**src/rtl/trdb_d5m_pkg.sv**
```systemverilog
// rtl/trdb_d5m_pkg.sv - shared types and constants for the D5M capture block.
package trdb_d5m_pkg;

    localparam int FRAME_CNT_W = 16;
    // Widest stream pixel a beat can carry; the top uses the low OUT_W bits.
    localparam int BEAT_DATA_W = 16;

    typedef enum logic [1:0] {
        SYNC,
        WAIT_FRAME,
        IN_FRAME,
        DROP
    } tECaptureState;

    typedef struct packed {
        logic [BEAT_DATA_W-1:0] data;
        logic                   sof;
        logic                   eol;
    } tSPixelBeat;

endpackage

```
**src/rtl/trdb_d5m_pixel_fifo.sv**
```systemverilog
// rtl/trdb_d5m_pixel_fifo.sv - first-word-fall-through pixel beat FIFO.
module trdb_d5m_pixel_fifo
    import trdb_d5m_pkg::*;
#(
    parameter int DEPTH = 16
) (
    input  logic       clk,
    input  logic       rst,
    input  logic       push,
    input  tSPixelBeat push_beat,
    input  logic       pop,
    output tSPixelBeat head,
    output logic       full,
    output logic       empty
);

    localparam int AW = $clog2(DEPTH);

    tSPixelBeat      mem [DEPTH];
    logic [AW-1:0]   wr_ptr;
    logic [AW-1:0]   rd_ptr;
    logic [AW:0]     count;
    logic            do_push;
    logic            do_pop;

    assign empty   = (count == '0);
    assign full    = (count == (AW+1)'(DEPTH));
    assign do_pop  = pop && !empty;
    // A pop in the same cycle frees the slot a full-FIFO push needs.
    assign do_push = push && (!full || do_pop);
    assign head    = empty ? '0 : mem[rd_ptr];

    always_ff @(posedge clk or posedge rst) begin
        if (rst) begin
            wr_ptr <= '0;
            rd_ptr <= '0;
            count  <= '0;
        end else begin
            if (do_push) wr_ptr <= wr_ptr + AW'(1);
            if (do_pop)  rd_ptr <= rd_ptr + AW'(1);
            count <= count + (AW+1)'(do_push) - (AW+1)'(do_pop);
        end
    end

    always_ff @(posedge clk) begin
        if (do_push) mem[wr_ptr] <= push_beat;
    end

endmodule

```
**src/rtl/trdb_d5m_capture.sv**
```systemverilog
// rtl/trdb_d5m_capture.sv - D5M pixel bus capture with crop window; TRDB_D5M_TEST_PATTERN_EN selects a row/col pattern.
module trdb_d5m_capture
    import trdb_d5m_pkg::*;
#(
    parameter  int PIX_W      = 12,
    parameter  int OUT_W      = 12,
    parameter  int FIFO_DEPTH = 16,
    parameter  int MAX_COLS   = 2592,
    parameter  int MAX_ROWS   = 1944,
    localparam int CW         = $clog2(MAX_COLS + 1),
    localparam int RW         = $clog2(MAX_ROWS + 1)
) (
    input  logic                   ul1Clock,
    input  logic                   ul1Reset,
    input  logic                   ul1Fval,
    input  logic                   ul1Lval,
    input  logic [PIX_W-1:0]       ulData,
    input  logic [CW-1:0]          ulColStart,
    input  logic [CW-1:0]          ulColCount,
    input  logic [RW-1:0]          ulRowStart,
    input  logic [RW-1:0]          ulRowCount,
    input  logic                   ul1ClearOvf,
    output logic                   ul1Valid,
    input  logic                   ul1Ready,
    output logic [OUT_W-1:0]       ulPixel,
    output logic                   ul1Sof,
    output logic                   ul1Eol,
    output logic                   ul1Overflow,
    output logic [FRAME_CNT_W-1:0] ulFrameCount,
    output logic                   ul1Busy
);

    localparam logic [CW-1:0] COL_MAX = CW'(MAX_COLS);
    localparam logic [RW-1:0] ROW_MAX = RW'(MAX_ROWS);

    tECaptureState    state_q, state_d;
    logic             fval_q, lval_q, fval_prev, lval_prev, in_primed;
    logic [PIX_W-1:0] data_q;
    logic             fval_rise, fval_fall, lval_fall;
    logic [CW-1:0]    col, win_cs, win_cc;
    logic [RW-1:0]    row, win_rs, win_rc;
    logic [CW:0]      col_end;
    logic [RW:0]      row_end;
    logic             in_win, eol_hit, first_done;
    logic             pix_evt, want_push, push, pop, overflow_evt, frame_end;
    logic [OUT_W-1:0] pix_out;
    tSPixelBeat       push_beat, head;
    logic             fifo_full, fifo_empty;
    logic             unused_bits;

    // in_primed marks that fval_q holds a real pad sample rather than its reset value.
    always_ff @(posedge ul1Clock or posedge ul1Reset) begin
        if (ul1Reset) begin
            fval_q    <= 1'b0;
            lval_q    <= 1'b0;
            data_q    <= '0;
            fval_prev <= 1'b0;
            lval_prev <= 1'b0;
            in_primed <= 1'b0;
        end else begin
            fval_q    <= ul1Fval;
            lval_q    <= ul1Lval;
            data_q    <= ulData;
            fval_prev <= fval_q;
            lval_prev <= lval_q;
            in_primed <= 1'b1;
        end
    end

    assign fval_rise = fval_q && !fval_prev;
    assign fval_fall = !fval_q && fval_prev;
    assign lval_fall = !lval_q && lval_prev;

    assign col_end = {1'b0, win_cs} + {1'b0, win_cc};
    assign row_end = {1'b0, win_rs} + {1'b0, win_rc};
    assign in_win  = (col >= win_cs) && ({1'b0, col} < col_end)
                  && (row >= win_rs) && ({1'b0, row} < row_end);
    assign eol_hit = (({1'b0, col}) + (CW+1)'(1)) == col_end;

`ifdef TRDB_D5M_TEST_PATTERN_EN
    assign pix_out = OUT_W'({4'(row), 8'(col)});
`else
    assign pix_out = data_q[PIX_W-1 -: OUT_W];
`endif

    assign pop = !fifo_empty && ul1Ready;

    always_comb begin
        state_d      = state_q;
        pix_evt      = (state_q == IN_FRAME) && lval_q && !fval_fall;
        want_push    = pix_evt && in_win;
        push         = want_push && (!fifo_full || pop);
        overflow_evt = want_push && fifo_full && !pop;
        frame_end    = ((state_q == IN_FRAME) || (state_q == DROP)) && fval_fall;
        case (state_q)
            SYNC:       if (in_primed && !fval_q) state_d = WAIT_FRAME;
            WAIT_FRAME: if (fval_rise) state_d = IN_FRAME;
            IN_FRAME: begin
                if (fval_fall)         state_d = WAIT_FRAME;
                else if (overflow_evt) state_d = DROP;
            end
            DROP:       if (fval_fall) state_d = WAIT_FRAME;
            default:    state_d = SYNC;
        endcase
    end

    always_ff @(posedge ul1Clock or posedge ul1Reset) begin
        if (ul1Reset) state_q <= SYNC;
        else          state_q <= state_d;
    end

    always_ff @(posedge ul1Clock or posedge ul1Reset) begin
        if (ul1Reset) begin
            col          <= '0;
            row          <= '0;
            win_cs       <= '0;
            win_cc       <= '0;
            win_rs       <= '0;
            win_rc       <= '0;
            first_done   <= 1'b0;
            ul1Overflow  <= 1'b0;
            ulFrameCount <= '0;
        end else begin
            if ((state_q == WAIT_FRAME) && fval_rise) begin
                win_cs     <= ulColStart;
                win_cc     <= ulColCount;
                win_rs     <= ulRowStart;
                win_rc     <= ulRowCount;
                col        <= '0;
                row        <= '0;
                first_done <= 1'b0;
            end else if ((state_q == IN_FRAME) || (state_q == DROP)) begin
                if (lval_q) begin
                    col <= (col == COL_MAX) ? col : col + CW'(1);
                end else if (lval_fall) begin
                    col <= '0;
                    row <= (row == ROW_MAX) ? row : row + RW'(1);
                end
                if (push) first_done <= 1'b1;
            end
            if (overflow_evt)     ul1Overflow <= 1'b1;
            else if (ul1ClearOvf) ul1Overflow <= 1'b0;
            if (frame_end) ulFrameCount <= ulFrameCount + FRAME_CNT_W'(1);
        end
    end

    always_comb begin
        push_beat      = '0;
        push_beat.data = BEAT_DATA_W'(pix_out);
        push_beat.sof  = !first_done;
        push_beat.eol  = eol_hit;
    end

    trdb_d5m_pixel_fifo #(
        .DEPTH(FIFO_DEPTH)
    ) u_fifo (
        .clk       (ul1Clock),
        .rst       (ul1Reset),
        .push      (push),
        .push_beat (push_beat),
        .pop       (pop),
        .head      (head),
        .full      (fifo_full),
        .empty     (fifo_empty)
    );

    assign ul1Valid    = !fifo_empty;
    assign ulPixel     = head.data[OUT_W-1:0];
    assign ul1Sof      = head.sof;
    assign ul1Eol      = head.eol;
    assign ul1Busy     = (state_q == IN_FRAME) || (state_q == DROP);
    assign unused_bits = ^{head.data, data_q};

endmodule

```
**config.mk**
```make
export PLATFORM = sky130hd
export DESIGN_NAME = trdb_d5m_capture
export DESIGN_NICKNAME = d
export VERILOG_FILES = /design/src/rtl/trdb_d5m_pkg.sv /design/src/rtl/trdb_d5m_pixel_fifo.sv /design/src/rtl/trdb_d5m_capture.sv
export SDC_FILE = /design/constraint.sdc
export NUM_CORES = 1
export LEC_CHECK = 0
export ABC_AREA = 1
export BUFFER_PORTS_ARGS = -buffer_cell sky130_fd_sc_hd__buf_2
export CAP_MARGIN = 10
export CORE_ASPECT_RATIO = 1.1
export CORE_MARGIN = 4
export CORE_UTILIZATION = 60
export DETAILED_ROUTE_END_ITERATION = 10
export PLACE_DENSITY_LB_ADDON = 0.08
export SYNTH_ARGS = -nofsm -noshare
export SYNTH_HDL_FRONTEND = slang
export SYNTH_HIERARCHICAL = 1
export SYNTH_SLANG_ARGS = --single-unit
```
**constraint.sdc**
```tcl
create_clock -name ul1Clock -period 9.5 [get_ports ul1Clock]
set_input_delay 1.425 -clock ul1Clock [delete_from_list [all_inputs] [get_ports ul1Clock]]
set_output_delay 1.425 -clock ul1Clock [all_outputs]
set_load 0.01 [all_outputs]
```
==> results of run 1 <==
-- metrics by stage --
| step | cells | setup WS, ns | total power, µW | util |
|---|---|---|---|---|
| 6_report | 2195 | 4.61 | 5720 | 0.678 |
| 2_1_floorplan | 1720 | 5.29 | 3690 | - |
| 5_1_grt | 2195 | 4.46 | 6170 | 0.678 |
| 3_5_place_dp | 2128 | 4.83 | 4230 | 0.631 |
| 3_3_place_gp | 2125 | 4.87 | 4160 | 0.630 |
| 4_1_cts | 2193 | 4.63 | 5740 | 0.677 |
-- per-layer routing --
metal	vias up	track usage	routed length, µm
met5	-	0	0
met4	0	0.0873	1170
met3	70	0.0385	2600
met2	424	0.442	19300
met1	5784	0.337	16400
li1	5901	-	-
-- how the worst max path moves through the flow --
stage | from | endpoint | slack [ns] | depth (start not counted)
4_1_cts | u_fifo/rd_ptr[0]$_DFFE_PP0P_ | ulPixel[7] | 4.63 | 9
5_1_grt | u_fifo/rd_ptr[0]$_DFFE_PP0P_ | ulPixel[7] | 4.46 | 9
2_1_floorplan | ul1Reset | col[0]$_DFFE_PP0P_ | 5.29 | 1
6_report | u_fifo/rd_ptr[0]$_DFFE_PP0P_ | ulPixel[7] | 4.61 | 9
3_5_place_dp | win_cs[0]$_DFFE_PP0P_ | u_fifo/mem[14][8]$_DFFE_PP_ | 4.83 | 21
3_3_place_gp | win_cs[0]$_DFFE_PP0P_ | u_fifo/mem[11][3]$_DFFE_PP_ | 4.87 | 21
-- critical path, cell delays in order (launching register included) --
cell and delay, ns:
dfrtp_4 0.64, clkinv_2 0.20, buf_4 0.93, nand2_1 0.17, nand3_1 0.14, nand3_1 0.09, nand2_1 0.11, nand2_1 0.08
a21oi_1 0.34, buf_2 0.21
-- layout make-up --
type	count	area share
multi-input cells	1159	0.326
repair buffers	120	0.0360
clock buffers	44	0.0534
clock inverters	21	0.0146
inverters	145	0.0292
flip-flops and latches	343	0.517
well taps	363	0.0242
-- power breakdown --
part / switching [µW] / leakage [µW] / internal (µW)
Clock: 576 / 0.000624 / 919
Combinational: 1510 / 0.00429 / 827
Sequential: 159 / 0.00349 / 1730
Total: 2240 / 0.00840 / 3480
-- registers in the layout, summed over array words and instances (netlist names), 5 cells and up --
name and flops:
col 12, data_q 12, row 11, u_fifo/count 5, u_fifo/mem 224, ulFrameCount 16
win_cc 12, win_cs 12, win_rc 11, win_rs 11
==> flow_summary_export.csv, run 1 <==
group,metric,value,unit
worst_setup_path,critical_path_class,"flip-flop to output pin",
route,wl_per_cell,18.0,µm
timing,hold_slack,0.449,ns
worst_setup_path,reg2reg_setup_slack,4.91,ns
finish,nets,1961,
global_route,antenna_found_initial,0,
power,power.density,305,nW/µm²
floorplan,initial_core_util,0.608,
clocking,post_cts_resized,0,
worst_setup_path,r2r-start,"win_cs[0]$_DFFE_PP0P_",
timing,drv_slew,0,
clocking,post_cts_buffers,0,
global_route,grt_use_total,0.257,
timing,rsz0062_at_grt,"no",
clocking,worstSkewPairLatency,0.52,ns
placed_design,gp_congestion,0.871,
finish,drive_gt1_frac,0.116,
status,status,"finished, final reports clean",
timing,fmax,0.204,GHz
clocking,holdBufCountCts,0,
clocking,cts.sinks,343,
floorplan,ios,97,
route,vias_per_cell,5.55,
route,vias,12200,
worst_setup_path,worstPathRequired,8.08,ns
timing,slew_headroom,0.211,
clocking,cts_tree,"yes",
route,finalWirelength,39400,µm
timing,finalSetupViolCount,0,
timing,skew,0.0137,ns
route,drc,0,
finish,layout_common_cells,"nand2_1, edfxtp_1, nand3_1",
worst_setup_path,r2r_cells,25,
finish,final.fill_count,2206,
global_route,overflow,0,
floorplan,fp.coreArea,27700,µm²
finish,fin_area,18800,µm²
worst_hold_path,whs_endpoint,"fval_prev$_DFF_PP0_",
global_route,grt_pass1_wl,62900,µm
timing,finalHoldViolCount,0,
synthesis,ys_warn_count,6,
worst_setup_path,cp.arrival,3.47,ns
synthesis,synth_fp_nets,1876,
route,ant_nets,0,
worst_setup_path,r2r_end,"u_fifo/mem[5][0]$_DFFE_PP_",
clocking,cts.htree.levels,2,
timing,timing.final.crit_period,4.89,ns
floorplan,die_h,184,µm
timing,worst_pin_slew,1.18,ns
worst_hold_path,hp-class,"flip-flop to flip-flop",
synthesis,synth_area_per_cell,9.79,µm²
placed_design,io_buffers,96,
floorplan,rows,64,
clocking,cts_buffer_depth,3,
finish,seq_area,9710,µm²
worst_hold_path,holdPathStages,0,
floorplan,dieArea,30800,µm²
worst_setup_path,cp_max_fo,107,
global_route,grt_max_degree,108,
finish,layout_commonest_cell,"nand2_1",
power,power_leakage,0.00840,µW
clocking,cts-buffers-inserted,36,
floorplan,die_x,168,µm
route,dr.pass1.iters,5,
finish,area_delta_synth_final,11.6,%
worst_setup_path,crit_path_start_kind,"flip-flop",
placed_design,dpl.hpwl,25300,µm
synthesis,synth_cells,1720,
worst_setup_path,cp-end-kind,"output pin",
clocking,clkTransAtPathRegs,0.06,ns
worst_hold_path,hp-start,"fval_q$_DFF_PP0_",
flow_run,drv_cap,0,
clocking,cts-root-buf,"clkbuf_16",
route,first_iter_violations,1111,
finish,multi_input_area,6120,µm²
synthesis,netlist_area,16800,µm²
placed_design,dpl_cell_area,17500,µm²
timing,tns,0,ns
power,irDropWorstVdd,0.254,mV
timing,fin_crit_sh,0.515,
finish,diodes,0,
global_route,grt_pass1_vias,12000,
No activity file was read; power rests on OpenSTA's default activity.
==> run 2, diff against run 1 <==
==> constraint.sdc (replaced) <==
create_clock -name ul1Clock -period 4.8 [get_ports ul1Clock]
set_input_delay 0.72 -clock ul1Clock [delete_from_list [all_inputs] [get_ports ul1Clock]]
set_output_delay 0.72 -clock ul1Clock [all_outputs]
set_load 0.01 [all_outputs]
==> run 2 against run 1 <==
  * Non-clock buffer count is 17 higher
  * Largest cell class unchanged
  * Utilization grew 0.11 points
  * Worst hold slack got worse by 0.16 ns
  * Die area stayed put
  * Global-route usage shrank 1.5 points
  * Critical path type is now flip-flop to flip-flop
  * Largest power group unchanged
  * Final area is 0.16% higher
==> flow_summary_export.csv, run 2 (same netlist as run 1, synthesis figures left out) <==
group,metric,value,unit
status,status,"finished, final reports clean",
finish,top_regs,"u_fifo/mem x224, ulFrameCount x16",
finish,diodes,0,
timing,tns,0,ns
finish,final_cells,2210,
route,wl_per_cell,16.8,µm
power,power_leakage,0.00844,µW
floorplan,dieArea,30800,µm²
timing,drv_slew,0,
timing,finalSetupViolCount,0,
clocking,cts_buffer_depth,3,
timing,skew,0.0141,ns
power,p_sw,4290,µW
global_route,antenna_found_initial,0,
global_route,grt_pass1_vias,11700,
power,intPower,6710,µW
timing,hold_slack,0.292,ns
clocking,holdBufCountCts,0,
route,vias_per_cell,5.37,
power,irDropWorstVdd,0.815,mV
flow_run,drv_cap,0,
placed_design,placed_cells,2144,
placed_design,io_buffers,96,
clocking,worstSkewPairLatency,0.52,ns
route,dr.pass1.iters,5,
global_route,overflow,0,
route,first_iter_violations,866,
worst_hold_path,hp-class,"input port to async pin",
worst_setup_path,cp-end-kind,"flip-flop",
floorplan,initial_core_util,0.608,
route,ant_nets,0,
finish,drive_gt1_frac,0.122,
timing,worst_slack,0.475,ns
finish,nets,1977,
timing,fin_crit_sh,0.901,
route,vias,11900,
placed_design,gp_congestion,0.867,
finish,layout_commonest_cell,"nand2_1",
timing,finalHoldViolCount,0,
timing,timing.final.crit_period,4.32,ns
global_route,grt_pass1_wl,59600,µm
worst_setup_path,critPathSlowestCell,"dfrtp_1",
clocking,cts.htree.levels,2,
timing,rsz0062_at_grt,"no",
timing,slew_headroom,0.341,
route,finalWirelength,37100,µm
floorplan,ios,97,
worst_setup_path,r2r_cells,29,
power,p_sw_frac,0.390,
placed_design,dpl.hpwl,24700,µm
worst_setup_path,crit_path_start_kind,"flip-flop",
power,p_comb_frac,0.417,
clocking,clkTransAtPathRegs,0.06,ns
power,power.density,584,nW/µm²
timing,worst_pin_slew,0.988,ns
finish,finish.utilization,0.679,
route,drc,0,
worst_setup_path,slowest_delay,0.37,ns
worst_setup_path,cp.arrival,4.75,ns
floorplan,die_x,168,µm
finish,area_delta_synth_final,11.8,%
floorplan,die_h,184,µm
worst_setup_path,worstPathRequired,5.23,ns
clocking,cts.sinks,343,
clocking,cts_tree,"yes",
finish,top_register,"u_fifo/mem",
clocking,cts-root-buf,"clkbuf_16",
finish,layout_common_cells,"nand2_1, edfxtp_1, nand3_1",
worst_setup_path,critical_path_class,"flip-flop to flip-flop",
floorplan,rows,64,
global_route,grt_use_total,0.242,
floorplan,fp.coreArea,27700,µm²
worst_setup_path,cp_common_cell,"nand2_1",
timing,fmax,0.231,GHz
worst_setup_path,cp_max_fo,6,
placed_design,dp_slack,0.325,ns
power,pwr-share-clk,0.246,
global_route,grt_max_degree,115,
finish,largest_reg_flops,224,
power,seqPwrFrac,0.338,
clocking,cts-buffers-inserted,35,
[run 2: changes by cell type in the layout (fill, tap and decap cells not counted), moves of 2 or more]
cell        change
clkbuf_8        -2
bufinv_16       -2
clkinvlp_4      -2
buf_6           -4
fa_2            +2
clkbuf_16       -2
fa_1            -2
buf_4          +18
buf_12          +3
clkbuf_1        +4
[run 2: what timing repair did]
action                                  CTS  global route
resized for setup                         0             5
setup buffers                             0             3
endpoints found under the setup margin    0             1
[run 2: per-stage QoR]
stage,total power (µW),area (µm²)
detailed placement,8300,17600
global route,11900,18800
global placement,8180,17600
floorplan,7300,16800
finish,11000,18800
CTS,11000,18800
[run 2: worst max-delay path: cells and delay by family, from the launching register on]
family | cells | cell delay (ns)
flip-flops | 1 | 0.37
AND/OR/NAND/NOR | 18 | 1.70
XOR/XNOR | 1 | 0.16
AO/OA/AOI/OAI | 1 | 0.14
buffers and inverters | 3 | 0.16
adder cells (fa/ha/maj) | 6 | 1.72
[run 2: power groups by stage]
stage	sequential (µW)	combinational [µW]	clock, µW
floorplan	3640	3670	0
global placement	3760	4420	0
detailed placement	3770	4530	0
CTS	3710	4560	2760
global route	3760	5240	2890
finish	3710	4580	2700
[run 2: area by class of cell]
| cell class | count | area (µm²) |
|---|---|---|
| sequential | 343 | 9710 |
| fill | 2217 | 8890 |
| multi-input combinational | 1159 | 6130 |
| clock buffer | 44 | 941 |
| timing repair buffer | 137 | 826 |
| inverter | 145 | 548 |
| tap | 363 | 454 |
| clock inverter | 19 | 208 |
[run 2: path summary, 6_finish.rpt]
| kind | from | end | slack, ns |
|---|---|---|---|
| worst max-delay path | win_cs[0]$_DFFE_PP0P_ | u_fifo/count[4]$_DFF_PP0_ | 0.48 |
| worst min-delay path | ul1Reset | u_fifo/rd_ptr[0]$_DFFE_PP0P_ | 0.29 |
| worst max register to register | win_cs[0]$_DFFE_PP0P_ | u_fifo/count[4]$_DFF_PP0_ | 0.48 |
| worst min register to register | fval_q$_DFF_PP0_ | fval_prev$_DFF_PP0_ | 0.47 |
| max in group asynchronous | ul1Reset | row[7]$_DFFE_PP0P_ | 3.37 |
| min in group ul1Clock | ulData[0] | data_q[0]$_DFF_PP0_ | 0.31 |
[run 2: per-layer routing]
layer | global-route usage | vias to the layer above | share of wire
met5 | 0 | - | 0
met4 | 0.0714 | 0 | 0.022
met3 | 0.0320 | 56 | 0.051
met2 | 0.433 | 316 | 0.51
met1 | 0.311 | 5564 | 0.41
li1 | - | 5937 | -
==> run 3, diff against run 2 <==
--- a/config.mk
+++ b/config.mk
@@ -10,10 +10,10 @@
 export CAP_MARGIN = 10
 export CORE_ASPECT_RATIO = 1.1
 export CORE_MARGIN = 4
-export CORE_UTILIZATION = 60
+export CORE_UTILIZATION = 50
 export DETAILED_ROUTE_END_ITERATION = 10
+export MAX_ROUTING_LAYER = met4
 export PLACE_DENSITY_LB_ADDON = 0.08
 export SYNTH_ARGS = -nofsm -noshare
 export SYNTH_HDL_FRONTEND = slang
-export SYNTH_HIERARCHICAL = 1
 export SYNTH_SLANG_ARGS = --single-unit
==> run 3 against run 2 <==
  * Final cell count is 1.9% lower
  * Area after synthesis is 2.7% lower
  * Critical path depth is 3 lower
  * Global-route usage is 1.6 points lower
  * Sequential cell count stayed put
  * Via count is 2.2% lower
  * Sequential power is 1% lower
  * Critical path type unchanged
  * Highest routed layer unchanged
==> flow_summary_export.csv, run 3 <==
group,metric,value,unit
status,status,"finished, final reports clean",
clocking,cts_tree,"yes",
route,drc,0,
global_route,grt_pass1_wl,62200,µm
timing,finalHoldViolCount,0,
global_route,grt_max_degree,77,
placed_design,placed_cells,2103,
timing,worst_pin_slew,0.877,ns
synthesis,synthArstFlopShare,0.347,
finish,final_cells,2168,
finish,layout_common_cells,"nand2_1, edfxtp_1, nor2_1",
placed_design,io_buffers,96,
synthesis,ys.flop_type,"edfxtp_1",
timing,fin_crit_sh,0.836,
worst_setup_path,worstPathRequired,5.22,ns
finish,largest_reg_flops,224,
floorplan,die_h,198,µm
synthesis,synth_top_area_share,0.411,
clocking,post_cts_buffers,0,
finish,diodes,0,
timing,hold_slack,0.291,ns
synthesis,synth_area_leaders,"edfxtp_1, dfrtp_1, ha_1",
clocking,worstSkewPairLatency,0.53,ns
worst_setup_path,cp_max_fo,3,
finish,area_delta_synth_final,14.0,%
route,ant_nets,0,
route,finalWirelength,38600,µm
power,power_leakage,0.00781,µW
route,first_iter_violations,883,
synthesis,synth_cells,1602,
worst_setup_path,critical_path_class,"flip-flop to flip-flop",
finish,final.fill_count,2800,
synthesis,yosysSeqAreaShare,0.593,
clocking,clkTransAtPathRegs,0.06,ns
synthesis,synth_top_area_cell,"edfxtp_1",
floorplan,fp.coreArea,32300,µm²
global_route,grt.met1_usage,0.290,
synthesis,ys_ff_latch,343,
power,irDropWorstVdd,0.375,mV
timing,finalSetupViolCount,0,
placed_design,dpl.hpwl,26200,µm
global_route,overflow,0,
timing,skew,0.0213,ns
clocking,cts-root-buf,"clkbuf_16",
timing,slew_headroom,0.415,
timing,drv_slew,0,
clocking,holdBufCountCts,0,
finish,top_register,"u_fifo.mem",
worst_setup_path,r2r-start,"win_rs[0]$_DFFE_PP0P_",
worst_setup_path,cp.arrival,4.43,ns
clocking,cts-buffers-inserted,36,
clocking,cts_buffer_depth,3,
synthesis,ys_types,46,
synthesis,synth_area_per_cell,10.2,µm²
global_route,grtUsageMet3,0.0272,
worst_setup_path,crit_path_start_kind,"flip-flop",
worst_hold_path,hp-class,"input port to async pin",
route,wl_per_cell,17.8,µm
synthesis,synthMostInstantiatedCell,"nand2_1",
synthesis,ys_warn_count,0,
finish,drive_gt1_frac,0.123,
worst_setup_path,reg2reg_setup_slack,0.79,ns
route,dr.pass1.iters,5,
synthesis,synth_common_cells,"nand2_1, edfxtp_1, nor2_1",
flow_run,drv_cap,0,
global_route,antenna_found_initial,0,
timing,tns,0,ns
clocking,post_cts_resized,0,
floorplan,die_x,181,µm
synthesis,netlist_area,16400,µm²
timing,fmax,0.249,GHz
placed_design,gp_congestion,0.865,
synthesis,synth_fp_nets,1758,
finish,top_regs,"u_fifo.mem x224, ulFrameCount x16",
worst_setup_path,cp-end-kind,"flip-flop",
global_route,grt_use_total,0.226,
worst_setup_path,r2r_end,"u_fifo.count[4]$_DFF_PP0_",
power,power.density,586,nW/µm²
power,power,10900,µW
route,vias_per_cell,5.36,
synthesis,synth_edf_count,224,
timing,rsz0062_at_grt,"no",
finish,layout_commonest_cell,"nand2_1",
global_route,grtUsageMet2,0.380,
clocking,cts.sinks,343,
floorplan,ios,97,
global_route,grt_pass1_vias,11500,
placed_design,dpl_cell_area,17500,µm²
floorplan,initial_core_util,0.507,
timing,timing.final.crit_period,4.01,ns
floorplan,rows,69,
finish,nets,1871,
worst_setup_path,r2r_cells,26,
route,vias,11600,
global_route,top_usage_layer,"met2",
floorplan,dieArea,35700,µm²
clocking,cts.htree.levels,2,
finish,fin_area,18700,µm²
## run 3: cell families after synthesis
family                     after synthesis  share of synthesized area
DFF                                    343                      0.593
adders and majority gates               92                     0.0717
AOI/OAI and AO/OA                      299                      0.104
and+or+nand+nor                        625                      0.161
muxes                                    1                   0.000688
buffers and inverters                  198                     0.0464
other                                    1                   0.000229
xor gates and xnor gates                43                     0.0235
## run 3: power breakdown
part / switching [µW] / internal [µW] / total (µW)
logic: 2830 / 1560 / 4390
clock network: 1140 / 1740 / 2880
registers: 243 / 3430 / 3670
## run 3: cell type report
type	instances	area (µm²)	area share
timing repair buffer	136	781	0.0418
multi-input combinational	1061	5920	0.317
inverter	137	517	0.0277
clock inverter	16	220	0.0118
tap	426	533	0.0285
sequential	343	9710	0.520
clock buffer	49	1000	0.0536
## run 3: worst max-delay path, cell delays in order (launching register included)
cell and delay (ns):
dfrtp_1 0.39, ha_1 0.18, inv_1 0.06, fa_1 0.39
o21ai_0 0.37, a21oi_1 0.11, nor2_1 0.11, nor2_1 0.06
xor2_1 0.14, ha_1 0.27, nand2_1 0.07, nor2_1 0.05
nor3_1 0.13, nand2_1 0.07, nand2_1 0.05, nand2_1 0.04
nand2_1 0.05, nand2_1 0.04, nand2_1 0.10, nand2_1 0.08
nor2_2 0.10, ha_1 0.17, inv_1 0.05, fa_1 0.39
o21ai_0 0.19, a21oi_1 0.10, xor2_1 0.14
## run 3: worst max-delay path by stage
stage                                      from                   endpoint  slack [ns]  cells past startpoint
final                     win_rs[0]$_DFFE_PP0P_  u_fifo.count[4]$_DFF_PP0_        0.79                     26
after CTS                 win_rs[2]$_DFFE_PP0P_  u_fifo.count[4]$_DFF_PP0_        0.78                     24
after global routing      win_rc[2]$_DFFE_PP0P_  u_fifo.count[4]$_DFF_PP0_        0.31                     24
after detailed placement  win_rs[2]$_DFFE_PP0P_  u_fifo.count[4]$_DFF_PP0_        0.79                     24
after floorplan                        ul1Reset         col[0]$_DFFE_PP0P_        0.92                      1
after global placement    win_rs[0]$_DFFE_PP0P_  u_fifo.count[4]$_DFF_PP0_        0.84                     26
## run 3: metrics by stage
stage,worst slack [ns],utilization
after floorplan,0.923,-
after global placement,0.835,0.541
after detailed placement,0.786,0.541
after CTS,0.781,0.578
after global routing,0.308,0.578
final,0.789,0.578
## run 3: routing by layer
layer | wire length [µm] | share of wire | vias to the layer above
li1 | - | - | 5741
met1 | 16900 | 0.44 | 5582
met5 | 0 | 0 | -
met4 | 1100 | 0.029 | 0
met3 | 1330 | 0.034 | 64
met2 | 19300 | 0.50 | 224
